File: config.mk
export PLATFORM = sky130hd
export DESIGN_NAME = imm_ext_pipe
export DESIGN_NICKNAME = d
export VERILOG_FILES = /design/src/rtl/imm_ext_pkg.sv /design/src/rtl/imm_decode.sv /design/src/rtl/imm_ext_pipe.sv
export SDC_FILE = /design/constraint.sdc
export NUM_CORES = 1
export LEC_CHECK = 0
export ABC_CLOCK_PERIOD_IN_PS = 8700
export CELL_PAD_IN_SITES_DETAIL_PLACEMENT = 0
export CELL_PAD_IN_SITES_GLOBAL_PLACEMENT = 2
export CORE_MARGIN = 2
export CORE_UTILIZATION = 35
export DETAILED_ROUTE_END_ITERATION = 7
export GPL_TIMING_DRIVEN = 0
export PLACE_DENSITY_LB_ADDON = 0.1
export SYNTH_ARGS = -nofsm -noshare
export SYNTH_HDL_FRONTEND = slang
export SYNTH_SLANG_ARGS = --single-unit
File: constraint.sdc
create_clock -name clk -period 8.7 [get_ports clk]
set_input_delay 1.74 -clock clk [delete_from_list [all_inputs] [get_ports clk]]
set_output_delay 1.74 -clock clk [all_outputs]
set_load 0.03 [all_outputs]
File: src/rtl/imm_ext_pkg.sv
// Shared types and constants for the immediate-extraction stage.
// Latency: n/a (declarations only).
// Backpressure: n/a.
package imm_ext_pkg;

   // Immediate format codes as presented on out_type.
   typedef enum logic [2:0] {
      IMM_NONE = 3'd0,
      IMM_I    = 3'd1,
      IMM_S    = 3'd2,
      IMM_B    = 3'd3,
      IMM_U    = 3'd4,
      IMM_J    = 3'd5,
      IMM_Z    = 3'd6
   } imm_type_e;

   // Major opcodes, i.e. inst[6:2].
   localparam logic [4:0] OPC_LOAD      = 5'b00000;
   localparam logic [4:0] OPC_OP_IMM    = 5'b00100;
   localparam logic [4:0] OPC_OP_IMM_32 = 5'b00110;
   localparam logic [4:0] OPC_JALR      = 5'b11001;
   localparam logic [4:0] OPC_STORE     = 5'b01000;
   localparam logic [4:0] OPC_BRANCH    = 5'b11000;
   localparam logic [4:0] OPC_LUI       = 5'b01101;
   localparam logic [4:0] OPC_AUIPC     = 5'b00101;
   localparam logic [4:0] OPC_JAL       = 5'b11011;
   localparam logic [4:0] OPC_SYSTEM    = 5'b11100;

endpackage

File: src/rtl/imm_decode.sv
// Combinational immediate decoder: format, extended immediate, pc-relative target.
// Latency: 0 cycles (pure combinational).
// Backpressure: none; caller qualifies the result with its own handshake.
//
// Ports:
//   inst    - raw 32-bit instruction
//   pc      - XLEN-bit address of inst
//   imm     - sign/zero-extended immediate (0 when no immediate applies)
//   target  - pc + imm for B, J and AUIPC; 0 otherwise
//   itype   - format code (imm_type_e)
//   illegal - instruction cannot be handled by this stage
module imm_decode
   import imm_ext_pkg::*;
#(
   parameter int XLEN = 32
) (
   input  logic [31:0]     inst,
   input  logic [XLEN-1:0] pc,
   output logic [XLEN-1:0] imm,
   output logic [XLEN-1:0] target,
   output imm_type_e       itype,
   output logic            illegal
);

   logic use_pc;

   // funct3[1:0] never influences the immediate.
   logic unused_funct3;
   assign unused_funct3 = ^inst[13:12];

   // Every format is first assembled as a 32-bit signed value, then widened
   // to XLEN; the signed cast replicates bit 31 for RV64.
   function automatic logic [XLEN-1:0] sext32(input logic [31:0] v);
      return XLEN'($signed(v));
   endfunction

   always_comb begin
      imm     = '0;
      itype   = IMM_NONE;
      illegal = 1'b0;
      use_pc  = 1'b0;
      // Compressed/longer encodings are rejected before the opcode is looked at.
      if (inst[1:0] != 2'b11) begin
         illegal = 1'b1;
      end else begin
         case (inst[6:2])
            OPC_LOAD, OPC_OP_IMM, OPC_JALR: begin
               itype = IMM_I;
               imm   = sext32({{20{inst[31]}}, inst[31:20]});
            end
            OPC_OP_IMM_32: begin
               // Word ops only exist on RV64.
               if (XLEN == 64) begin
                  itype = IMM_I;
                  imm   = sext32({{20{inst[31]}}, inst[31:20]});
               end else begin
                  illegal = 1'b1;
               end
            end
            OPC_STORE: begin
               itype = IMM_S;
               imm   = sext32({{20{inst[31]}}, inst[31:25], inst[11:7]});
            end
            OPC_BRANCH: begin
               itype  = IMM_B;
               use_pc = 1'b1;
               imm    = sext32({{19{inst[31]}}, inst[31], inst[7], inst[30:25],
                                inst[11:8], 1'b0});
            end
            OPC_LUI: begin
               itype = IMM_U;
               imm   = sext32({inst[31:12], 12'b0});
            end
            OPC_AUIPC: begin
               itype  = IMM_U;
               use_pc = 1'b1;
               imm    = sext32({inst[31:12], 12'b0});
            end
            OPC_JAL: begin
               itype  = IMM_J;
               use_pc = 1'b1;
               imm    = sext32({{11{inst[31]}}, inst[31], inst[19:12], inst[20],
                                inst[30:21], 1'b0});
            end
            OPC_SYSTEM: begin
               // Only the CSR*I forms carry an immediate (the 5-bit uimm in rs1).
               if (inst[14]) begin
                  itype = IMM_Z;
                  imm   = XLEN'(inst[19:15]);
               end
            end
            default: ;
         endcase
      end
   end

   // Wraps modulo 2^XLEN; carry out is intentionally dropped.
   assign target = use_pc ? pc + imm : '0;

endmodule

File: src/rtl/imm_ext_pipe.sv
// Registered immediate-extraction stage: decode on input, 2-entry FIFO to output.
// Latency: 1 cycle from accept to out_valid; outputs come straight from storage.
// Backpressure: in_ready = (count != 2), state only; no out_ready -> in_ready path.
//
// Ports:
//   clk, rst_n          - clock, asynchronous active-low reset
//   flush               - synchronous clear of all queued entries
//   in_valid/in_ready   - upstream handshake for in_inst/in_pc
//   out_valid/out_ready - downstream handshake for out_imm/out_target/out_type/out_illegal
//   Data outputs read 0 whenever the FIFO is empty.
module imm_ext_pipe
   import imm_ext_pkg::*;
#(
   parameter int XLEN = 32
) (
   input  logic            clk,
   input  logic            rst_n,
   input  logic            flush,
   input  logic            in_valid,
   output logic            in_ready,
   input  logic [31:0]     in_inst,
   input  logic [XLEN-1:0] in_pc,
   output logic            out_valid,
   input  logic            out_ready,
   output logic [XLEN-1:0] out_imm,
   output logic [XLEN-1:0] out_target,
   output logic [2:0]      out_type,
   output logic            out_illegal
);

   if (XLEN != 32 && XLEN != 64) begin : g_bad_xlen
      $error("imm_ext_pipe: XLEN must be 32 or 64");
   end

   typedef struct packed {
      logic [XLEN-1:0] imm;
      logic [XLEN-1:0] target;
      imm_type_e       itype;
      logic            illegal;
   } res_t;

   logic [XLEN-1:0] dec_imm;
   logic [XLEN-1:0] dec_target;
   imm_type_e       dec_type;
   logic            dec_illegal;
   res_t            dec_res;
   res_t            rd_res;
   res_t            mem [2];

   logic [1:0] count;
   logic       wptr;
   logic       rptr;
   logic       push;
   logic       pop;

   imm_decode #(.XLEN(XLEN)) u_dec (
      .inst    (in_inst),
      .pc      (in_pc),
      .imm     (dec_imm),
      .target  (dec_target),
      .itype   (dec_type),
      .illegal (dec_illegal)
   );

   assign dec_res = {dec_imm, dec_target, dec_type, dec_illegal};

   assign in_ready  = (count != 2'd2);
   assign out_valid = (count != 2'd0);
   // Flush swallows any handshake that happens in the same cycle.
   assign push      = in_valid && in_ready && !flush;
   assign pop       = out_valid && out_ready && !flush;

   // Storage needs no reset: the read port is masked while empty.
   always_ff @(posedge clk) begin
      if (push) mem[wptr] <= dec_res;
   end

   always_ff @(posedge clk or negedge rst_n) begin
      if (!rst_n) begin
         count <= 2'd0;
         wptr  <= 1'b0;
         rptr  <= 1'b0;
      end else if (flush) begin
         count <= 2'd0;
         wptr  <= 1'b0;
         rptr  <= 1'b0;
      end else begin
         if (push) wptr <= ~wptr;
         if (pop)  rptr <= ~rptr;
         case ({push, pop})
            2'b10:   count <= count + 2'd1;
            2'b01:   count <= count - 2'd1;
            default: ;
         endcase
      end
   end

   assign rd_res      = out_valid ? mem[rptr] : '0;
   assign out_imm     = rd_res.imm;
   assign out_target  = rd_res.target;
   assign out_type    = rd_res.itype;
   assign out_illegal = rd_res.illegal;

endmodule

==> flow_summary.json, run 1 <==
{
  "internal-power_mw": 1.32,
  "drc": 0,
  "rows": 54,
  "antenna_found_initial": 1,
  "criticalPathCategory": "primary input to flip-flop",
  "crit_path_max_fanout": 10,
  "p_sw_share_pct": 27.0,
  "die-width_um": 152,
  "dpl.hpwl_mm": 17.4,
  "critPathCaptureType": "flip-flop",
  "yosys.area.top_type": "edfxtp_1",
  "cp-start-kind": "primary input",
  "drive_gt1_share_pct": 6.33,
  "boundaryPins": 139,
  "report.final.hold_viol_count": 0,
  "route.vias.total": 5874,
  "layout-area-overhead-vs-synth_pct": 32.1,
  "fmax_mhz": 156,
  "p_leak_nw": 3.76,
  "syn_nets": 787,
  "grt_pass1_vias": 6023,
  "start_util_pct": 35.5,
  "post_cts.repair.setup_buffers": 0,
  "grtUsageTotal_pct": 19.3,
  "postRouteAntennaNets": 0,
  "grt_max_degree": 17,
  "crit_arrival_ps": 6580,
  "async_flop_share_pct": 2.86,
  "numCtsBuffers": 17,
  "critPathMaxStageDelay_ps": 520,
  "clock-sinks": 140,
  "synth_area_per_cell_um2": 11.2,
  "port_buffers": 137,
  "cts_hold_buffers": 0,
  "dr.pass1.iters": 5,
  "min_period_ps": 6420,
  "rsz0062_at_grt": "no",
  "cts_tree": "built",
  "final_common_cell": "clkdlybuf4s50_1",
  "syn_inst": 686,
  "diodes": 0,
  "drt_iter0_drc": 346,
  "crit_start": "in_inst[2]",
  "synthFlopType": "edfxtp_1",
  "nets": 957,
  "vdd_drop_max_mv": 0.141,
  "max_slew_margin_pct": 40.0,
  "critPathSlowestCell": "a311o_2",
  "post_cts_resized": 0,
  "worstPathCellList": "clkdlybuf4s50_1 > clkbuf_1 > inv_1 > a31oi_1 > o21ai_0 > nand3_1 > clkbuf_1 > nor2_1 > ha_1 > fa_1 > a211o_1 > nor4b_4 > nor2_2 > o2111ai_2 > a311o_2 > a2111oi_4 > or3_1 > a21oi_2",
  "design.die.area_um2": 23200,
  "yosys.cell_types.count": 57,
  "outcome": "finished, final reports clean",
  "r2r_start": "count[0]$_DFFE_PN0P_",
  "wire_per_inst_um": 19.3,
  "drt_wl_total_mm": 22.1,
  "p_switching_uw": 488,
  "synth-seq-area-share_pct": 54.4,
  "fp.dieH_um": 152,
  "ys_top_cells_by_area": "edfxtp_1 (53%), mux2i_1 (9.1%), nor2_1 (6.0%)",
  "synth-edff-count": 136,
  "final_max_slew_viol_count": 0,
  "hold_path_class": "flip-flop to flip-flop",
  "gp_congestion": 0.845,
  "synth_top_area_share_pct": 53.1,
  "pwr-share-seq_pct": 42.4,
  "clock_skew_ps": 14.2,
  "drv_cap": 0,
  "path_clk_slew_ps": 60,
  "fill_cells": 2049,
  "root_buffer": "clkbuf_16",
  "layout_common_cells": "clkdlybuf4s50_1 (137), edfxtp_1 (136), nor2_1 (123), mux2i_1 (70), a21oi_1 (47)",
  "finish.utilization_pct": 46.8,
  "max_slew.worst_pin.slew_ps": 899,
  "yosys_warnings": 0,
  "crit_top_cell": "clkbuf_1",
  "core_um2": 21700,
  "critical_path_required_ps": 8860,
  "min_period_over_period_pct": 73.8,
  "synth_area_um2": 7690,
  "clock_latency_ps": 430,
  "pwr-share-comb_pct": 18.4,
  "hold-worst-slack_ps": 584,
  "grt_first_pass_wirelength_mm": 34.1,
  "hp-start": "wptr$_DFFE_PN0P_",
  "setup_viol": 0,
  "power.density_nw_per_um2": 178,
  "overflow": 0,
  "htree_num_levels": 4,
  "p_clk_share_pct": 39.3,
  "vias_per_cell": 5.11,
  "ys_seq_elements": 140,
  "cts_buffer_depth": 2
}
==> critical path, delay by kind of cell <==
family | cells | cell delay, ps
and+or+nand+nor | 5 | 980
buffers and inverters | 4 | 1370
AOI/OAI and AO/OA | 7 | 1770
adders and majority gates | 2 | 700
==> power groups by stage <==
stage | Clock (mW) | Combinational [mW] | Sequential, mW
finish | 0.710 | 0.332 | 0.767
global placement | 0 | 0.325 | 0.788
CTS | 0.725 | 0.336 | 0.767
detailed placement | 0 | 0.334 | 0.781
global route | 0.755 | 0.358 | 0.768
floorplan | 0 | 0.187 | 0.784
==> cell families (layout without fill, tap and decap cells) <==
family / count (synthesis) / after routing / synth area share, %
mux: 70 / 70 / 9.11
xor+xnor: 23 / 23 / 2.62
buf+inv: 43 / 226 / 2.10
fa+ha+maj: 32 / 32 / 5.30
simple gates: 242 / 242 / 14.6
compound gates: 136 / 136 / 11.8
flops: 140 / 140 / 54.4
==> synth_stat cells, drive strengths merged (4+ instances only) <==
cell type	n
nor3b	4
nor3	16
nand4	10
o21a	6
edfxtp	136
nor2	124
dfrtp	4
ha	31
clkbuf	23
a211oi	6
a21o	23
nand2b	5
nand2	34
and3	4
xor2	13
and2	11
buf	7
xnor2	10
mux2i	70
inv	13
o21ai	20
a21oi	48
o21bai	6
a222oi	5
nor2b	8
nand3	15
a31oi	4
==> per-layer routing <==
layer / up-vias / share of wire (%) / global-route usage (%)
met5: - / 0 / 0
met4: 0 / 1.4 / 5.38
met3: 18 / 4.3 / 3.61
met2: 160 / 47 / 31.3
met1: 2805 / 48 / 26.5
li1: 2891 / - / -
==> state kept, by name, summed over array words and instances, names as in the netlist <==
name and count:
mem 136, count 2, rptr 1, wptr 1
==> per-stage QoR <==
step	setup TNS [ps]	power (mW)	instances	setup WS [ps]	cell area, um2
2_1_floorplan	0	0.971	686	1270	7690
3_3_place_gp	-296670	1.11	1103	-2480	9410
3_5_place_dp	0	1.12	1117	1820	9580
4_1_cts	0	1.83	1149	2270	10200
5_1_grt	0	1.88	1149	1930	10200
6_report	0	1.81	1149	2280	10200
==> area by class of cell <==
class | count | area (um2) | share of cell area [%]
clock buffer | 19 | 433 | 4.26
clock inverter | 13 | 143 | 1.40
multi-input combinational | 503 | 3350 | 33.0
inverter | 13 | 48.8 | 0.480
tap | 280 | 350 | 3.45
sequential | 140 | 4180 | 41.2
timing repair buffer | 151 | 1530 | 15.1
buffer | 30 | 113 | 1.11
==> final timing paths <==
| kind | cells past startpoint | end | slack (ps) |
|---|---|---|---|
| max | 18 | mem[0][34]$_DFFE_PP_ | 2280 |
| min | 2 | wptr$_DFFE_PN0P_ | 580 |
| max reg2reg | 6 | mem[1][57]$_DFFE_PP_ | 6520 |
| min reg2reg | 2 | wptr$_DFFE_PN0P_ | 580 |
| max in group asynchronous | 1 | rptr$_DFFE_PN0P_ | 7010 |
| min in group asynchronous | 1 | count[0]$_DFFE_PN0P_ | 1510 |
Note: power is estimated with default switching activity, not from simulation.
==> inputs of run 2 (changes only) <==
--- a/config.mk
+++ b/config.mk
@@ -5,11 +5,11 @@
 export SDC_FILE = /design/constraint.sdc
 export NUM_CORES = 1
 export LEC_CHECK = 0
-export ABC_CLOCK_PERIOD_IN_PS = 8700
+export ABC_CLOCK_PERIOD_IN_PS = 5400
 export CELL_PAD_IN_SITES_DETAIL_PLACEMENT = 0
 export CELL_PAD_IN_SITES_GLOBAL_PLACEMENT = 2
 export CORE_MARGIN = 2
-export CORE_UTILIZATION = 35
+export CORE_UTILIZATION = 31
 export DETAILED_ROUTE_END_ITERATION = 7
 export GPL_TIMING_DRIVEN = 0
 export PLACE_DENSITY_LB_ADDON = 0.1
==> constraint.sdc (replaced) <==
create_clock -name clk -period 5.4 [get_ports clk]
set_input_delay 1.08 -clock clk [delete_from_list [all_inputs] [get_ports clk]]
set_output_delay 1.08 -clock clk [all_outputs]
set_load 0.03 [all_outputs]
==> run 2 against run 1 <==
Power up 62%. Worst hold slack better by 48 ps. Sequential power up 62%. Combinational power up 64%. Clock power up 62%. Die area up 13%.
==> flow_summary.json, run 2 (synthesized netlist as in run 1, its figures left out) <==
{
  "cts_tree": "built",
  "outcome": "finished, final reports clean",
  "rsz0062_at_grt": "no",
  "cp-start-kind": "primary input",
  "crit_top_cell": "nor2_4",
  "vdd_drop_max_mv": 0.184,
  "min_period_over_period_pct": 96.4,
  "p_total_mw": 2.93,
  "criticalPathCategory": "primary input to flip-flop",
  "crit_path_max_fanout": 7,
  "boundaryPins": 139,
  "critical_path_required_ps": 5540,
  "gp_congestion": 0.825,
  "drc": 0,
  "numCtsBuffers": 17,
  "final_max_slew_viol_count": 0,
  "power.density_nw_per_um2": 283,
  "port_buffers": 137,
  "drive_gt1_share_pct": 8.68,
  "fmax_mhz": 192,
  "hold_path_class": "flip-flop to flip-flop",
  "layout_common_cells": "edfxtp_1 (136), clkdlybuf4s50_1 (135), nor2_1 (118), mux2i_1 (70), a21oi_1 (40)",
  "rows": 57,
  "setup_viol": 0,
  "grt_first_pass_wirelength_mm": 35.2,
  "hold-worst-slack_ps": 633,
  "hp-start": "count[1]$_DFFE_PN0P_",
  "layout-area-overhead-vs-synth_pct": 34.6,
  "p_leak_nw": 3.79,
  "die-width_um": 162,
  "fill_cells": 2322,
  "clock_latency_ps": 420,
  "r2r_start": "count[0]$_DFFE_PN0P_",
  "postRouteAntennaNets": 0,
  "core_um2": 24300,
  "setup_ws_ps": 197,
  "grtUsageTotal_pct": 18.1,
  "worstPathCellList": "dlygate4sd2_1 > nor2b_1 > and2_1 > nand2_1 > a21oi_1 > a222oi_1 > nor2_4 > ha_1 > fa_1 > a211o_1 > nor4b_4 > nor2_4 > o2111ai_4 > a311o_2 > a2111oi_4 > or3_1 > a21oi_2",
  "report.final.hold_viol_count": 0,
  "place_ws_ps": -987,
  "nets": 952,
  "max_slew.worst_pin.slew_ps": 1000,
  "path_clk_slew_ps": 60,
  "drt_wl_total_mm": 23.1,
  "critPathSlowestCell": "a222oi_1",
  "dpl.hpwl_mm": 18.2,
  "dr.pass1.iters": 5,
  "critPathMaxStageDelay_ps": 520,
  "start_util_pct": 31.6,
  "design.die.area_um2": 26100,
  "wire_per_inst_um": 19.4,
  "min_period_ps": 5200,
  "crit_arrival_ps": 5340,
  "route.vias.total": 5880,
  "fp.dieH_um": 162,
  "critPathCaptureType": "flip-flop",
  "vias_per_cell": 4.95,
  "reg_top3": "mem x136, count x2",
  "max_slew_margin_pct": 33.0,
  "grt_pass1_vias": 5995,
  "overflow": 0,
  "regMostFlops": "mem",
  "antenna_found_initial": 0,
  "clock_skew_ps": 10.2,
  "htree_num_levels": 4,
  "drt_iter0_drc": 385,
  "largest_reg_flops": 136,
  "root_buffer": "clkbuf_16",
  "clock-sinks": 140,
  "final_common_cell": "edfxtp_1",
  "crit_start": "in_inst[5]",
  "drv_cap": 0,
  "cts_buffer_depth": 2,
  "grt_max_degree": 19,
  "diodes": 0
}
-- run 2: cell count changes in the layout (fill, tap and decap cells not counted), moves of 3 or more --
cell	delta
buf_6	-12
a21oi_1	-7
a21oi_2	+6
clkbuf_1	-5
nor2_1	-5
buf_8	+4
buf_16	+3
buf_4	+3
nor2_4	+3
-- run 2: repair_timing --
| action | CTS | global route |
|---|---|---|
| setup endpoints to repair | 28 | 18 |
| hold buffers | 0 | 0 |
| setup buffers | 1 | 1 |
| hold endpoints to repair | 0 | 0 |
| cloned | 0 | 0 |
| pin swaps | 3 | 3 |
| resized for setup | 11 | 28 |
-- run 2: worst paths after layout --
path,end,slack (ps),cells past startpoint
max in group asynchronous,rptr$_DFFE_PN0P_,4340,1
setup reg to reg,mem[1][57]$_DFFE_PP_,3050,6
setup / recovery,mem[1][34]$_DFFE_PP_,200,17
hold reg to reg,count[1]$_DFFE_PN0P_,630,2
min in group asynchronous,count[0]$_DFFE_PN0P_,880,1
hold / removal,count[1]$_DFFE_PN0P_,630,2
-- run 2: metrics by stage --
| stage | TNS, ps | utilization, % | instance area [um2] | instances |
|---|---|---|---|---|
| 2_1_floorplan | 0 | - | 7700 | 686 |
| 3_3_place_gp | -183540 | 39.0 | 9480 | 1147 |
| 3_5_place_dp | -23140 | 39.7 | 9650 | 1155 |
| 4_1_cts | 0 | 42.1 | 10200 | 1187 |
| 5_1_grt | 0 | 42.6 | 10400 | 1188 |
| 6_report | 0 | 42.6 | 10400 | 1188 |
-- run 2: routing by layer --
| metal | track usage, % | share of wire (%) | up-vias |
|---|---|---|---|
| met1 | 24.7 | 47 | 2841 |
| met3 | 3.03 | 3.6 | 19 |
| met5 | 0 | 0 | - |
| met2 | 30.0 | 48 | 136 |
| met4 | 4.71 | 1.4 | 0 |
| li1 | - | - | 2884 |
-- run 2: final cells by class --
type	count	area [um2]	area share (%)
inverters	13	48.8	0.471
well taps	324	405	3.92
plain buffers	29	121	1.17
repair buffers	147	1540	14.9
multi-input cells	503	3480	33.6
clock buffers	18	429	4.15
clock inverters	14	144	1.39
flip-flops and latches	140	4180	40.4
-- run 2: critical path, delay by kind of cell --
kind / cells / cell delay [ps]
compound gates: 7 / 2080
fa+ha+maj: 2 / 670
buf+inv: 1 / 320
simple gates: 7 / 1180
-- run 2: where the power goes --
part	switching [mW]	leakage [nW]	internal [mW]
sequential	0.0104	1.40	1.23
combinational	0.319	2.12	0.225
clock	0.466	0.271	0.680
